===== src/rtl/l4_operand_feeder_if.sv =====
// Bundles the byte-stream input and the assembled-tile output of the operand feeder.
// The master side drives the upstream byte stream and the downstream consume signal.
// The slave side is the feeder itself.
interface l4_operand_feeder_if #(
  parameter int A_BYTES = 64,
  parameter int W_BYTES = 64
);
  logic                   in_valid;
  logic                   in_ready;
  logic [7:0]             in_data;
  logic [3:0]             in_prec;
  logic                   out_valid;
  logic                   out_ready;
  logic [8*A_BYTES-1:0]   a_flat;
  logic [8*W_BYTES-1:0]   w_flat;
  logic [3:0]             prec;

  modport master (
    output in_valid, in_data, in_prec, out_ready,
    input  in_ready, out_valid, a_flat, w_flat, prec
  );

  modport slave (
    input  in_valid, in_data, in_prec, out_ready,
    output in_ready, out_valid, a_flat, w_flat, prec
  );
endinterface


===== src/rtl/l4_operand_feeder.sv =====
// Operand feeder: collects A_BYTES activation bytes, then W_BYTES weight bytes,
// from a byte stream and presents them as one flat tile to the multiplier top.
// The tile is held stable until the consumer takes it; the tile counter then advances.
module l4_operand_feeder #(
  parameter int A_BYTES = 64,
  parameter int W_BYTES = 64,
  parameter int CNT_W   = 16
) (
  input  logic                 clk,
  input  logic                 rst,
  l4_operand_feeder_if.slave   bus,
  output logic [CNT_W-1:0]     tile_cnt,
  output logic                 busy
);

  localparam int DATA_W = 8;
  localparam int MAX_B  = (A_BYTES > W_BYTES) ? A_BYTES : W_BYTES;
  localparam int IDX_W  = (MAX_B > 1) ? $clog2(MAX_B) : 1;
  localparam logic [IDX_W-1:0] A_LAST = IDX_W'(A_BYTES - 1);
  localparam logic [IDX_W-1:0] W_LAST = IDX_W'(W_BYTES - 1);

  typedef enum logic [1:0] {LOAD_A, LOAD_W, HOLD} state_t;

  state_t                    state;
  logic [IDX_W-1:0]          idx;
  logic                      xfer;
  logic [DATA_W*A_BYTES-1:0] a_q;
  logic [DATA_W*W_BYTES-1:0] w_q;
  logic [3:0]                prec_q;

  assign bus.in_ready  = (state != HOLD);
  assign bus.out_valid = (state == HOLD);
  assign xfer          = bus.in_valid && (state != HOLD);
  assign busy          = !((state == LOAD_A) && (idx == '0));
  assign bus.a_flat    = a_q;
  assign bus.w_flat    = w_q;
  assign bus.prec      = prec_q;

  // Control: sequence A load, W load, hold; latch precision on the first activation byte.
  always_ff @(posedge clk or negedge rst) begin
    if (!rst) begin
      state    <= LOAD_A;
      idx      <= '0;
      prec_q   <= '0;
      tile_cnt <= '0;
    end else begin
      case (state)
        LOAD_A: begin
          if (xfer) begin
            if (idx == '0) prec_q <= bus.in_prec;
            if (idx == A_LAST) begin
              idx   <= '0;
              state <= LOAD_W;
            end else begin
              idx <= idx + 1'b1;
            end
          end
        end
        LOAD_W: begin
          if (xfer) begin
            if (idx == W_LAST) begin
              idx   <= '0;
              state <= HOLD;
            end else begin
              idx <= idx + 1'b1;
            end
          end
        end
        HOLD: begin
          if (bus.out_ready) begin
            state    <= LOAD_A;
            tile_cnt <= tile_cnt + 1'b1;
          end
        end
        default: state <= LOAD_A;
      endcase
    end
  end

  // Operand buffers: write the accepted byte into its slot; untouched slots keep old data.
  always_ff @(posedge clk or negedge rst) begin
    if (!rst) begin
      a_q <= '0;
      w_q <= '0;
    end else if (xfer) begin
      for (int k = 0; k < A_BYTES; k++) begin
        if ((state == LOAD_A) && (idx == IDX_W'(k))) a_q[DATA_W*k +: DATA_W] <= bus.in_data;
      end
      for (int k = 0; k < W_BYTES; k++) begin
        if ((state == LOAD_W) && (idx == IDX_W'(k))) w_q[DATA_W*k +: DATA_W] <= bus.in_data;
      end
    end
  end

endmodule


===== src/flat_wrapper.sv =====
// flat-port wrapper written by rule: the top's interface ports become plain ports
module l4_operand_feeder_flat 
#(
  parameter int A_BYTES = 64,
  parameter int W_BYTES = 64,
  parameter int CNT_W   = 16
)
  (clk, rst, tile_cnt, busy, bus_in_valid, bus_in_data, bus_in_prec, bus_out_ready, bus_in_ready, bus_out_valid, bus_a_flat, bus_w_flat, bus_prec);
  l4_operand_feeder_if #(.A_BYTES(A_BYTES), .W_BYTES(W_BYTES)) bus_i ();
  input  logic clk;
  input  logic rst;
  output logic [CNT_W-1:0] tile_cnt;
  output logic busy;
  input wire logic [$bits(bus_i.in_valid)-1:0] bus_in_valid;
  input wire logic [$bits(bus_i.in_data)-1:0] bus_in_data;
  input wire logic [$bits(bus_i.in_prec)-1:0] bus_in_prec;
  input wire logic [$bits(bus_i.out_ready)-1:0] bus_out_ready;
  output wire logic [$bits(bus_i.in_ready)-1:0] bus_in_ready;
  output wire logic [$bits(bus_i.out_valid)-1:0] bus_out_valid;
  output wire logic [$bits(bus_i.a_flat)-1:0] bus_a_flat;
  output wire logic [$bits(bus_i.w_flat)-1:0] bus_w_flat;
  output wire logic [$bits(bus_i.prec)-1:0] bus_prec;
  assign bus_i.in_valid = bus_in_valid;
  assign bus_i.in_data = bus_in_data;
  assign bus_i.in_prec = bus_in_prec;
  assign bus_i.out_ready = bus_out_ready;
  assign bus_in_ready = bus_i.in_ready;
  assign bus_out_valid = bus_i.out_valid;
  assign bus_a_flat = bus_i.a_flat;
  assign bus_w_flat = bus_i.w_flat;
  assign bus_prec = bus_i.prec;
  l4_operand_feeder #(.A_BYTES(A_BYTES), .W_BYTES(W_BYTES), .CNT_W(CNT_W)) u_core (.clk(clk), .rst(rst), .bus(bus_i), .tile_cnt(tile_cnt), .busy(busy));
endmodule

===== config.mk =====
export PLATFORM = sky130hd
export DESIGN_NAME = l4_operand_feeder_flat
export DESIGN_NICKNAME = d
export VERILOG_FILES = /design/src/rtl/l4_operand_feeder_if.sv /design/src/rtl/l4_operand_feeder.sv /design/src/flat_wrapper.sv
export SDC_FILE = /design/constraint.sdc
export NUM_CORES = 1
export LEC_CHECK = 0
export CAP_MARGIN = 15
export CORE_AREA = 2 2 416 418
export CTS_CLUSTER_DIAMETER = 100
export DETAILED_ROUTE_END_ITERATION = 10
export DIE_AREA = 0 0 418 420
export PLACE_DENSITY_LB_ADDON = 0.15
export SYNTH_ARGS = -nofsm -noshare
export SYNTH_HDL_FRONTEND = slang
export SYNTH_SLANG_ARGS = --single-unit

===== constraint.sdc =====
create_clock -name clk -period 3 [get_ports clk]
set_input_delay 0.3 -clock clk [delete_from_list [all_inputs] [get_ports clk]]
set_output_delay 0.3 -clock clk [all_outputs]
set_load 0.05 [all_outputs]

# After elaboration in Yosys (flattened, before gate mapping)

Cells that the tools add are included.

Add/subtract/negate cells: 2
Equality and inequality tests: 71
Muxes and demuxes: 7
Reduce and logical (&&, ||, !) cells: 265

Operator list:

| cell                                                   | number |
|---|---|
| AND reduction 2 bit                                    | 130 |
| equality test 6 bit (second input constant)            | 32 |
| logical AND 1 bit                                      | 129 |
| equality test 6 x 5 -> 1 bit (second input constant)   | 16 |
| equality test 6 x 4 -> 1 bit (second input constant)   | 8 |
| equality test 6 x 3 -> 1 bit (second input constant)   | 4 |
| adder 16 x 1 -> 16 bit (second input constant)         | 1 |
| equality test 6 x 2 -> 1 bit (second input constant)   | 2 |
| two-way mux 2 bit                                      | 5 |
| inequality test 2 x 1 -> 1 bit (second input constant) | 4 |
| adder 6 x 1 -> 6 bit (second input constant)           | 1 |
| equality test 6 x 1 -> 1 bit (second input constant)   | 1 |
| zero test 6 bit                                        | 1 |
| two-way mux 6 bit                                      | 1 |
| case mux 2 bit (3 select lines)                        | 1 |
| AND reduction 5 bit                                    | 1 |
| inequality test 2 bit (second input constant)          | 2 |
| AND reduction 3 bit                                    | 1 |
| equality test 2 x 1 -> 1 bit (second input constant)   | 1 |
| equality test 2 bit (second input constant)            | 1 |
| zero test 2 bit                                        | 1 |
| OR reduction 2 bit                                     | 1 |
| zero test 1 bit                                        | 1 |

Flip-flop bits (word level): 1052
Bits of input ports: 16
Output and inout bits: 1047
Logic and storage cells: 477

# Longest topological paths before layout

Word-level depth: 4
Gate-level depth with buffers: 8
Depth with buffers taken out: 6

# Worst setup path after synthesis

Ideal clock, no wire load.

Path type: reg2reg
Start point: register u_core.state[1]
End point: register u_core.state[1]
Library setup time: 0.091 ns
Data arrival time: 2.104 ns
Required time: 2.909 ns
Path slack: 0.805 ns
Stages on the path, launching flop included: 5
Buffers on the path: 1
Clock period less this slack: 2.195 ns
Path through: dfrtp_1 clkbuf_1 nor2b_1 inv_1 o22ai_1

Elaborated cells between the ends (all ways): 12
Classes of those cells: 8 x eq/ne; 1 x mux; 3 x reduce/logical

RTL lines:

| what                                   | line                    | RTL |
|---|---|---|
| from (decl)                            | l4_operand_feeder.sv:24 | `state_t state;` |
| from (signal assigned)                 | l4_operand_feeder.sv:42 | `state <= LOAD_A;` |
| from (signal assigned)                 | l4_operand_feeder.sv:53 | `state <= LOAD_W;` |
| from (signal assigned)                 | l4_operand_feeder.sv:63 | `state <= HOLD;` |
| equality test 2 bit (*)                | -                       |  |
| net bus_out_valid                      | flat_wrapper.sv:19      | `output wire logic [$bits(bus_i.out_valid)-1:0] bus_out_valid;` |
| inequality test 2 bit (no source line) | -                       |  |
| AND reduction 5 bit (no source line)   | -                       |  |

Mark *: on every way through the listed nets, which the timed path passes. The rest lies on a longest branch.
A chain may end at the register's enable or synchronous reset.

# Final worst setup path

Start point: register u_core.idx[0]
End point: output busy

Longest elaborated chain between the ends: 3

RTL lines:

| what                   | line                    | RTL |
|---|---|---|
| from (decl)            | l4_operand_feeder.sv:25 | `logic [IDX_W-1:0] idx;` |
| from (signal assigned) | l4_operand_feeder.sv:55 | `idx <= idx + 1'b1;` |
| from (signal assigned) | l4_operand_feeder.sv:65 | `idx <= idx + 1'b1;` |
| zero test 6 bit        | l4_operand_feeder.sv:34 | `assign busy = !((state == LOAD_A) && (idx == '0));` |
| logical AND 1 bit      | l4_operand_feeder.sv:34 |  |
| zero test 1 bit        | l4_operand_feeder.sv:34 |  |
| to (decl)              | flat_wrapper.sv:13      | `output logic busy;` |

Every way passes these cells.

==> metrics.txt <==
outcome complete, no violations; Leak 0.0270 uW; vias in the first global route 27200; fmax 350 MHz; share of layout cells above drive strength 1 0.382; Final Hold Fails 0; worst hold path type in -> reg; gpl congestion 0.755; Req. time, crit path 2.70 ns; layout filler cell count 16800; Cell Area, Synth 40000 um^2; Area Growth Syn to Fin 47.0%; Row Count 152; WS Path Type reg -> out; Synth area leaders dfrtp_1 (66%), mux2_2 (28%), clkbuf_1 (1.2%); DRT Pass-1 Iters 4; most common cell after layout, fill and taps aside dfrtp_1; HPWL after DPL 120000 um; Net Sw Frac 0.377; CP arrival 2.56 ns; core area 171000 um^2; crit path max-delay cell type dfrtp_2; # H-tree levels 4; DRT iter0 DRCs 1103; #FFs+latches synth 1052; Async SR Flop Fraction 1.00; post-synthesis sequential area ratio 0.658; drt wl/cell 28.2 um; setup TNS 0 ns; CTS tree yes; post-route design area 58800 um^2; worst slew pin tran 0.772 ns; number of buffers created by CTS 131; dominant synthesized flop cell dfrtp_1; Layout Skew 0.0247 ns; Worst Hold Margin 0.0774 ns; clk root buf clkbuf_16; total gr overflow 0; max cap viols 0; VDD IR-drop max 0.000595 V; Area after DPL 54400 um^2; RSZ-0062 raised after global routing no; period utilization 0.953; most area-hungry cell type in the Yosys netlist dfrtp_1; Post-route DRC 0; pre-CTS setup slack 0.267 ns; PortBufs 1062; Die X 418 um; Worst setup SP type flop; initial antenna violation count 2; Post-CTS Setup Inserts 0; Clock Power Share 0.322; clock tree buffer depth 3; Die Height 420 um; Synth top area share 0.658; die area 176000 um^2; Synth cell types 37; Post-Syn Instances 2468; syn avg cell area 16.2 um^2; global-route wire length before repair 233000 um; number of setup violations in the final report 0; Seq pwr share 0.349; Via density 4.30; clk_lat worst skew 0.78 ns; Rel. slew slack 0.484; Int Power 31200 uW; clk sinks 1052; starting density of the core 0.234; Worst Path Max Fanout 7; EDFF count, synth 0; Final ANT Viol Nets 0; final WL 169000 um; final worst slack 0.141 ns; Power Density 853 nW/um^2; NumNets Final 3689; most frequent cells in the layout dfrtp_1 (1051), clkdlybuf4s50_1 (1050), mux2_2 (989); CP dominant cell by count buf_4; Total GRT Usage 0.190; boundary pin count 1063; Critical Path Max Stage Delay 0.45 ns; largest net degree at the start of global routing 96; CTS clk-pin slew, worst paths 0.06 ns; vias 25800; CP cell instances inv_2 -> ha_4 -> or3b_1 -> buf_4 -> nor3_4 -> nand2_1 -> buf_4; sw power 18900 uW; Synth Warn # 0; nature of the critical path endpoint output port; min Tclk post-route 2.86 ns; combinational share of power 0.329; Syn Nets 2489; Slew Viols, Final 0
## synth_stat cells, drive strengths merged, types with 2 or more instances
cell type	n
inv	4
a21oi	2
nor3	5
nand2	43
nor2b	5
and3b	3
nand3	31
nand3b	3
and3	3
o21ai	3
xnor2	13
xor2	5
buf	17
nor2	94
ha	5
nand4	7
o22ai	2
or3b	2
dfrtp	1052
mux2	1029
and2	4
clkbuf	127
nand2b	4
## what timing repair did
action	CTS	global route
hold buffers	1	0
setup endpoints to repair	3	1
resized for setup	7	1
hold endpoints to repair	108	0
## sequential cells by signal, summed over array words and instances (netlist names)
signal,flops
u_core.state,2
u_core.bus.prec,4
u_core.bus.a_flat,512
u_core.bus.w_flat,512
u_core.tile_cnt,16
u_core.idx,6
## layout make-up
| cell class | instances | area (um^2) | share of cell area |
|---|---|---|---|
| antenna | 5 | 12.5 | 0.000213 |
| timing repair buffer | 1211 | 12100 | 0.207 |
| inverter | 4 | 15.0 | 0.000255 |
| multi-input combinational | 1268 | 13100 | 0.223 |
| clock inverter | 29 | 395 | 0.00672 |
| clock buffer | 204 | 3980 | 0.0676 |
| tap | 2233 | 2790 | 0.0475 |
| sequential | 1052 | 26300 | 0.448 |
## worst max-delay path: cells and delay by family, from the launching register on
| kind | cells | cell delay, ns |
|---|---|---|
| and+or+nand+nor | 3 | 0.64 |
| DFF | 1 | 0.45 |
| adders and majority gates | 1 | 0.19 |
| buffers and inverters | 3 | 0.50 |
## through the flow
stage,util,power (uW),std cells
after floorplan,-,27400,2468
final,0.344,50200,6006
after detailed placement,0.318,34500,5767
after global routing,0.344,52000,6001
after global placement,0.318,34400,5767
after CTS,0.344,51000,6001
## routing by layer
layer	GRT usage	vias up	part of all wire
met2	0.337	657	0.52
met1	0.221	13900	0.39
met4	0.0639	0	0.030
met3	0.0493	192	0.054
li1	-	11100	-
met5	0	-	0
## power groups by stage
stage          combinational (uW)  clock (uW)  sequential (uW)
2_1_floorplan                2690           0            24700
3_3_place_gp                16700           0            17700
3_5_place_dp                16800           0            17700
4_1_cts                     16800       16700            17500
5_1_grt                     17000       17200            17800
6_report                    16500       16100            17500
## cell families after synthesis
kind of cell,Yosys count,synth area share
adder cells (fa/ha/maj),5,0.00156
AO/OA/AOI/OAI,8,0.00116
XOR/XNOR,18,0.00394
flip-flops,1052,0.658
buffers and inverters,148,0.0147
AND/OR/NAND/NOR,208,0.0309
multiplexers,1029,0.290
## worst paths after layout
kind                                                      start                                 end  depth (start not counted)  slack (ns)
worst max-delay path                  u_core.idx[0]$_DFFE_PN0P_                                busy                          7        0.14
worst min register to register  u_core.tile_cnt[15]$_DFFE_PN0P_     u_core.tile_cnt[15]$_DFFE_PN0P_                          1        0.48
worst min-delay path                             bus_in_data[0]    u_core.bus.a_flat[8]$_DFFE_PN0P_                          2        0.08
min in group asynchronous                                   rst   u_core.bus.w_flat[40]$_DFFE_PN0P_                          2        0.11
worst max register to register        u_core.idx[1]$_DFFE_PN0P_  u_core.bus.a_flat[509]$_DFFE_PN0P_                          7        0.36
max in group asynchronous                                   rst  u_core.bus.a_flat[304]$_DFFE_PN0P_                          3        1.79
Power figures use the tool's default switching activity.
